--- src/rtl/pipe_stage_skid.sv ---
// Pipeline stage register with valid/ready handshake and a two-entry skid buffer.
// A synchronous flush or disable inserts a zeroed bubble; a saturating counter tracks downstream stalls.
module pipe_stage_skid #(
  parameter int CTRL_W = 8,
  parameter int DATA_W = 32,
  parameter int CNT_W  = 16
) (
  input  logic              clk_i,
  input  logic              rst_i,
  input  logic              start_i,
  input  logic              flush_i,
  input  logic              in_valid_i,
  output logic              in_ready_o,
  input  logic [CTRL_W-1:0] in_ctrl_i,
  input  logic [DATA_W-1:0] in_data_i,
  output logic              out_valid_o,
  input  logic              out_ready_i,
  output logic [CTRL_W-1:0] out_ctrl_o,
  output logic [DATA_W-1:0] out_data_o,
  output logic [CNT_W-1:0]  stall_cnt_o
);

  typedef enum logic [1:0] {
    EMPTY = 2'd0,
    FULL  = 2'd1,
    SKID  = 2'd2
  } state_t;

  function automatic logic [CNT_W-1:0] sat_inc(input logic [CNT_W-1:0] v);
    if (&v) return v;
    return v + {{(CNT_W-1){1'b0}}, 1'b1};
  endfunction

  state_t              state_p1, state_nxt;
  logic                main_vld_p1, skid_vld_p1;
  logic [CTRL_W-1:0]   main_ctrl_p1, main_ctrl_nxt;
  logic [DATA_W-1:0]   main_data_p1, main_data_nxt;
  logic [CTRL_W-1:0]   skid_ctrl_p1, skid_ctrl_nxt;
  logic [DATA_W-1:0]   skid_data_p1, skid_data_nxt;
  logic [CNT_W-1:0]    stall_cnt_p1;
  logic                acc, rel;

  // in_ready depends only on flops and start_i, never on out_ready_i
  assign in_ready_o = start_i & ~skid_vld_p1;
  assign acc        = in_valid_i & in_ready_o;
  assign rel        = main_vld_p1 & out_ready_i;

  always_comb begin
    state_nxt     = state_p1;
    main_ctrl_nxt = main_ctrl_p1;
    main_data_nxt = main_data_p1;
    skid_ctrl_nxt = skid_ctrl_p1;
    skid_data_nxt = skid_data_p1;
    if (!start_i || flush_i) begin
      state_nxt     = EMPTY;
      main_ctrl_nxt = '0;
      main_data_nxt = '0;
      skid_ctrl_nxt = '0;
      skid_data_nxt = '0;
    end else begin
      unique case (state_p1)
        EMPTY: begin
          if (acc) begin
            state_nxt     = FULL;
            main_ctrl_nxt = in_ctrl_i;
            main_data_nxt = in_data_i;
          end
        end
        FULL: begin
          if (acc && rel) begin
            main_ctrl_nxt = in_ctrl_i;
            main_data_nxt = in_data_i;
          end else if (acc) begin
            state_nxt     = SKID;
            skid_ctrl_nxt = in_ctrl_i;
            skid_data_nxt = in_data_i;
          end else if (rel) begin
            state_nxt     = EMPTY;
            main_ctrl_nxt = '0;
            main_data_nxt = '0;
          end
        end
        SKID: begin
          if (rel) begin
            state_nxt     = FULL;
            main_ctrl_nxt = skid_ctrl_p1;
            main_data_nxt = skid_data_p1;
            skid_ctrl_nxt = '0;
            skid_data_nxt = '0;
          end
        end
        default: begin
          state_nxt     = EMPTY;
          main_ctrl_nxt = '0;
          main_data_nxt = '0;
          skid_ctrl_nxt = '0;
          skid_data_nxt = '0;
        end
      endcase
    end
  end

  // stage boundary: main and skid registers
  always_ff @(posedge clk_i or negedge rst_i) begin
    if (!rst_i) begin
      state_p1     <= EMPTY;
      main_vld_p1  <= 1'b0;
      skid_vld_p1  <= 1'b0;
      main_ctrl_p1 <= '0;
      main_data_p1 <= '0;
      skid_ctrl_p1 <= '0;
      skid_data_p1 <= '0;
    end else begin
      state_p1     <= state_nxt;
      main_vld_p1  <= (state_nxt != EMPTY);
      skid_vld_p1  <= (state_nxt == SKID);
      main_ctrl_p1 <= main_ctrl_nxt;
      main_data_p1 <= main_data_nxt;
      skid_ctrl_p1 <= skid_ctrl_nxt;
      skid_data_p1 <= skid_data_nxt;
    end
  end

  // stall counter survives flush and disable; only reset clears it
  always_ff @(posedge clk_i or negedge rst_i) begin
    if (!rst_i) begin
      stall_cnt_p1 <= '0;
    end else if (main_vld_p1 && !out_ready_i) begin
      stall_cnt_p1 <= sat_inc(stall_cnt_p1);
    end
  end

  assign out_valid_o = main_vld_p1;
  assign out_ctrl_o  = main_ctrl_p1;
  assign out_data_o  = main_data_p1;
  assign stall_cnt_o = stall_cnt_p1;

endmodule
--- config.mk ---
export PLATFORM = sky130hd
export DESIGN_NAME = pipe_stage_skid
export DESIGN_NICKNAME = d
export VERILOG_FILES = /design/src/rtl/pipe_stage_skid.sv
export SDC_FILE = /design/constraint.sdc
export NUM_CORES = 1
export LEC_CHECK = 0
export BUFFER_PORTS_ARGS = -buffer_cell sky130_fd_sc_hd__buf_4
export CORE_MARGIN = 4
export CORE_UTILIZATION = 50
export CTS_CLUSTER_DIAMETER = 40
export DETAILED_ROUTE_END_ITERATION = 7
export HOLD_SLACK_MARGIN = 0.12
export PLACE_DENSITY = 0.77
export SETUP_SLACK_MARGIN = 0.2
export SYNTH_ARGS = -nofsm -noshare
export SYNTH_HDL_FRONTEND = slang
export SYNTH_SLANG_ARGS = --single-unit
--- constraint.sdc ---
create_clock -name clk_i -period 1.72 [get_ports clk_i]
set_input_delay 0.172 -clock clk_i [delete_from_list [all_inputs] [get_ports clk_i]]
set_output_delay 0.172 -clock clk_i [all_outputs]
set_load 0.01 [all_outputs]
# Word level (Yosys, flattened, before mapping)
# Cells that the tools add are included.
# op_classes
n_addsub	1
n_eq_ne	11
n_mux	30
bitwise_logic	4
reduce_logical	11
# ops
operator	n
32-bit two-way mux	8
32-bit case mux with 3 select lines	2
8-bit two-way mux	8
8-bit case mux with 3 select lines	2
16-bit by 1-bit adder with 16-bit output (second input constant)	1
16-bit two-way mux	1
16-bit AND reduction	1
2-bit two-way mux	6
3-bit != test (second input constant)	4
4-bit != test (second input constant)	2
4-bit AND reduction	2
2-bit case mux with 3 select lines	1
2-bit equality test (second input constant)	2
2-bit != test (second input constant)	2
1-bit bitwise AND	3
2-bit by 1-bit equality test with 1-bit output (second input constant)	1
1-bit logical AND	2
1-bit logical NOT	2
2-bit logical NOT	1
1-bit two-way mux	2
2-bit AND reduction	1
2-bit nonzero test	1
1-bit logical OR	1
1-bit inverter	1
# totals
ff_bits	100
out_inout_bits	58

# Depth between registers and ports, before layout
# depth
ltp_word	8
mapped_depth	7
mapped_depth_nobuf	5

# Worst setup path after synthesis
# OpenSTA, ideal clock, no wires.
# synth_path
path_kind	reg2reg
start	register stall_cnt_p1[0], in the netlist stall_cnt_o[0]
end	register stall_cnt_p1[1], in the netlist stall_cnt_o[1]
setup_time_ns	0.125
arrival_ns	1.582
required_time_ns	1.595
setup_slack_ns	0.013
stages_incl_launch_ff	6
synth_period_minus_slack_ns	1.707
path_cell_list	dfrtp_1 > ha_1 > nand3_1 > nor4_4 > nor2_2 > mux2_4
# synth_between
elab_chain_cells	5
word_cells_on_any_way	7
cone_classes	1 x add/sub; 1 x eq/ne; 3 x mux; 2 x reduce/logical
# synth_rtl
item	line	source
start, declared	40	logic [CNT_W-1:0] stall_cnt_p1;
start signal, assigned	129	stall_cnt_p1 <= sat_inc(stall_cnt_p1);
parallel branches: the longest is 5 deep, another holds 16-bit by 1-bit adder with 16-bit output	n/a	
# Several ways; the timed one is not identified. The select of a mux whose other input is x is not followed.
# A chain may end at the register's enable or synchronous reset.

# Worst setup path in the final report
# layout_path
start	register main_vld_p1, in the netlist out_valid_o
end	register main_data_p1[2], in the netlist out_data_o[2]
# layout_between
elab_chain_cells	5
word_cells_on_any_way	9
cone_classes	3 x eq/ne; 3 x mux; 1 x bitwise; 2 x reduce/logical
# layout_rtl
item	line	source
start, declared	35	logic main_vld_p1, skid_vld_p1;
start signal, assigned	115	main_vld_p1 <= (state_nxt != EMPTY);
1-bit bitwise AND (*)	46	assign rel = main_vld_p1 & out_ready_i;
1-bit logical AND	70	if (acc && rel) begin
32-bit two-way mux	70	
32-bit case mux with 3 select lines	61	unique case (state_p1)
32-bit two-way mux	54	if (!start_i || flush_i) begin
end signal, assigned	118	main_data_p1 <= main_data_nxt;
end, declared	37	logic [DATA_W-1:0] main_data_p1, main_data_nxt;
# Mark *: on every way between the ends. The rest lies on a longest branch, timed or not.

==> impl_metrics.ini <==
[layout]
fin_nets = 694
fin_area_sq_mm = 0.007425
drive_gt1_share_pct = 36.35
area_growth_pct = 49.81
insertedDiodeCount = 0
layout_commonest_cell = buf_4
final_cell_mix = 141 x buf_4, 88 x dfrtp_1, 45 x nand2_1, 45 x a21oi_1, 41 x dlygate4sd3_1

[timing]
final.setup.tns_ns = 0
setup_slack_ns = 0.03414
relSlewSlack_pct = 65.07
hold_viol = 0
rsz0062_at_grt = yes
fin_worst_skew_ns = 0.01323
worst_slew_pin_slew_ns = 0.5229
setup_viol = 0
slew_viol_final = 0
fmax_mhz = 593.2
fin_crit_ns = 1.686
period_share_pct = 98.02

[grt]
grt_max_degree = 44
grt_pass1_vias = 4679
antenna_found_initial = 0
grt_use_met2_pct = 45.25
grt_busiest_layer = met2
grt_pass1_wl_mm = 24.09
gr-total-overflow = 0
met1_usage_pct = 32.51
grt_usage_pct = 26.36
grtUsageMet3_pct = 5.159

[setup_path]
r2r-start = out_valid_o
path_cells = buf_4 > nand2_4 > buf_6 > nor3_4 > buf_6 > buf_12 > o2bb2ai_1 > a22o_1
crit_path_frequent_cell = buf_6
cp-endpoint = out_data_o[2]
timing.rr.end = out_data_o[2]
cpMaxStageDelayCell = dfrtp_1
cp-startpoint = out_valid_o
critPathMaxFanout = 5
reg2reg_slack_ns = 0.03
r2r_cells = 8
criticalPathCategory = reg2reg
cp.arrival_ns = 2.00
max_stage_delay_ns = 0.39
cp.required_ns = 2.03
crit_path_end_kind = flop
worstSetupStartpointType = flop

[synth]
yosysWarnings = 0
synth_area_sq_mm = 0.004956
synth_nets = 513
synthCells = 466
synth.avg_cell_area_sq_um = 10.64
ys_types = 44
seq_area_frac_synth_pct = 50.49
synth.ff_latch_count = 100

[clock_network]
cts_buffer_depth = 2
cts.sinks = 100
clock_tree.root_cell = clkbuf_8
clk_latency_ns = 0.37
htree_num_levels = 3
clkTransAtPathRegs_ns = 0.10
cts_made_buffers = 9
cts_tree = yes

[worst_hold_path]
hp-class = in2reg
hold_depth = 3

[power]
p_leak_uw = 0.003267
powerDensity_mw_per_mm2 = 695.4
ir_worst_vdd_mv = 0.5258

[placement]
placed_area_sq_mm = 0.006011
place_congestion = 0.8978
pre_cts_slack_ns = -0.1618
dp_hpwl_mm = 8.427
portBuffers = 103

[floorplanning]
row_count = 36
initial_core_util_pct = 50.94
ioPinCount = 104
die_area_sq_mm = 0.01157
fp.dieW_microns = 107.6
fp.coreArea_sq_mm = 0.009729
fp.dieH_microns = 107.6

[detailed_routing]
ant_nets = 0
drt_first_iter_violations = 325
vias = 4812
drc = 0
dr.pass1.iters = 6
wirelength_mm = 16.70
via_per_inst = 6.130
wl_per_cell_microns = 21.27

[status]
status = completed

[job]
maxCapViolations = 0
-- Yosys cell counts --
cell type | count | share of area, %
a22o_1 | 40 | 7.1
ha_1 | 1 | 0.25
nor4_4 | 1 | 0.43
nor3_1 | 6 | 0.61
nor2_2 | 1 | 0.13
o41ai_1 | 1 | 0.18
o2111ai_1 | 1 | 0.18
nor3_2 | 1 | 0.20
or3_1 | 1 | 0.13
nand4_2 | 1 | 0.25
a41oi_1 | 1 | 0.18
nand2b_1 | 2 | 0.25
nand3_1 | 7 | 0.71
nor2b_1 | 4 | 0.50
and2_1 | 1 | 0.13
and4_1 | 3 | 0.53
a21oi_2 | 2 | 0.35
nand2_1 | 46 | 3.5
o211ai_1 | 1 | 0.15
dfrtp_1 | 100 | 50
mux2_4 | 1 | 0.30
buf_4 | 5 | 0.76
mux2_1 | 1 | 0.23
xnor2_1 | 3 | 0.53
nand4_1 | 5 | 0.63
buf_1 | 1 | 0.076
xor2_1 | 7 | 1.2
a32o_2 | 1 | 0.23
clkbuf_1 | 19 | 1.4
o21a_1 | 3 | 0.45
a31oi_1 | 1 | 0.13
o21ai_1 | 9 | 0.91
or2_2 | 1 | 0.13
and3_1 | 4 | 0.50
o2bb2ai_1 | 40 | 7.1
buf_2 | 12 | 1.2
and3b_1 | 1 | 0.18
nand3b_1 | 1 | 0.15
and2b_1 | 1 | 0.15
buf_6 | 4 | 0.91
mux2i_1 | 41 | 8.3
nor2_1 | 7 | 0.53
a21oi_1 | 45 | 4.5
o21ai_0 | 32 | 3.2
-- where the power goes --
group	switching (uW)	internal [uW]
clock	873	906
combinational	426	457
sequential	85.6	2420
-- flip-flops by register name, indices dropped and copies added (netlist names) --
name and count:
out_data_o 32, skid_data_p1 32, stall_cnt_o 16, out_ctrl_o 8, skid_ctrl_p1 8, state_p1 2
out_valid_o 1, skid_vld_p1 1
-- worst min-delay path by stage --
stage	startpoint	to	slack, ns
floorplan	rst_i	out_ctrl_o[0]	-0.12
CTS	flush_i	state_p1[0]	0.16
global route	flush_i	state_p1[0]	0.18
finish	flush_i	state_p1[0]	0.17
global placement	rst_i	stall_cnt_o[1]	0.15
detailed placement	rst_i	stall_cnt_o[1]	0.15
-- area by class of cell --
| cell class | instances | area (sq um) |
|---|---|---|
| clock buffer | 11 | 151.4 |
| clock inverter | 5 | 82.58 |
| fill | 602 | 2305 |
| multi-input combinational | 327 | 2474 |
| sequential | 100 | 2517 |
| tap | 133 | 166.4 |
| timing repair buffer | 209 | 2033 |
-- worst max-delay path: cells and delay by family, from the launching register on --
kind	cells	cell delay [ns]
DFF	1	0.39
buffers and inverters	4	0.63
and+or+nand+nor	2	0.31
AOI/OAI and AO/OA	2	0.30
-- per-layer routing --
layer / wire length [microns] / part of all wire [%]
met5: 0 / 0
met4: 447 / 2.7
met2: 8703 / 52
met1: 6418 / 38
met3: 1127 / 6.8
-- metrics by stage --
stage	std cells	hold WS [ns]	utilization [%]	total power, uW
floorplan	466	-0.1236	-	2802
global placement	685	0.1455	61.78	3124
detailed placement	685	0.1490	61.78	3147
CTS	764	0.1636	72.20	5025
global route	785	0.1760	76.31	5335
finish	785	0.1702	76.31	5163
-- logic make-up after synthesis --
family	share of synthesized area (%)
compound gates	24.67
flops	50.49
simple gates	9.619
mux	8.811
buf+inv	4.393
xor+xnor	1.767
fa+ha+maj	0.2524
-- timing repair --
| action | CTS | global route |
|---|---|---|
| setup buffers | 15 | 16 |
| pin swaps | 4 | 14 |
| endpoints found under the hold margin | 70 | 0 |
| gates cloned | 7 | 5 |
| hold buffers | 41 | 0 |
| setup endpoints to repair | 75 | 92 |
| gates resized for setup | 21 | 52 |
No activity file was read; power rests on OpenSTA's default activity.
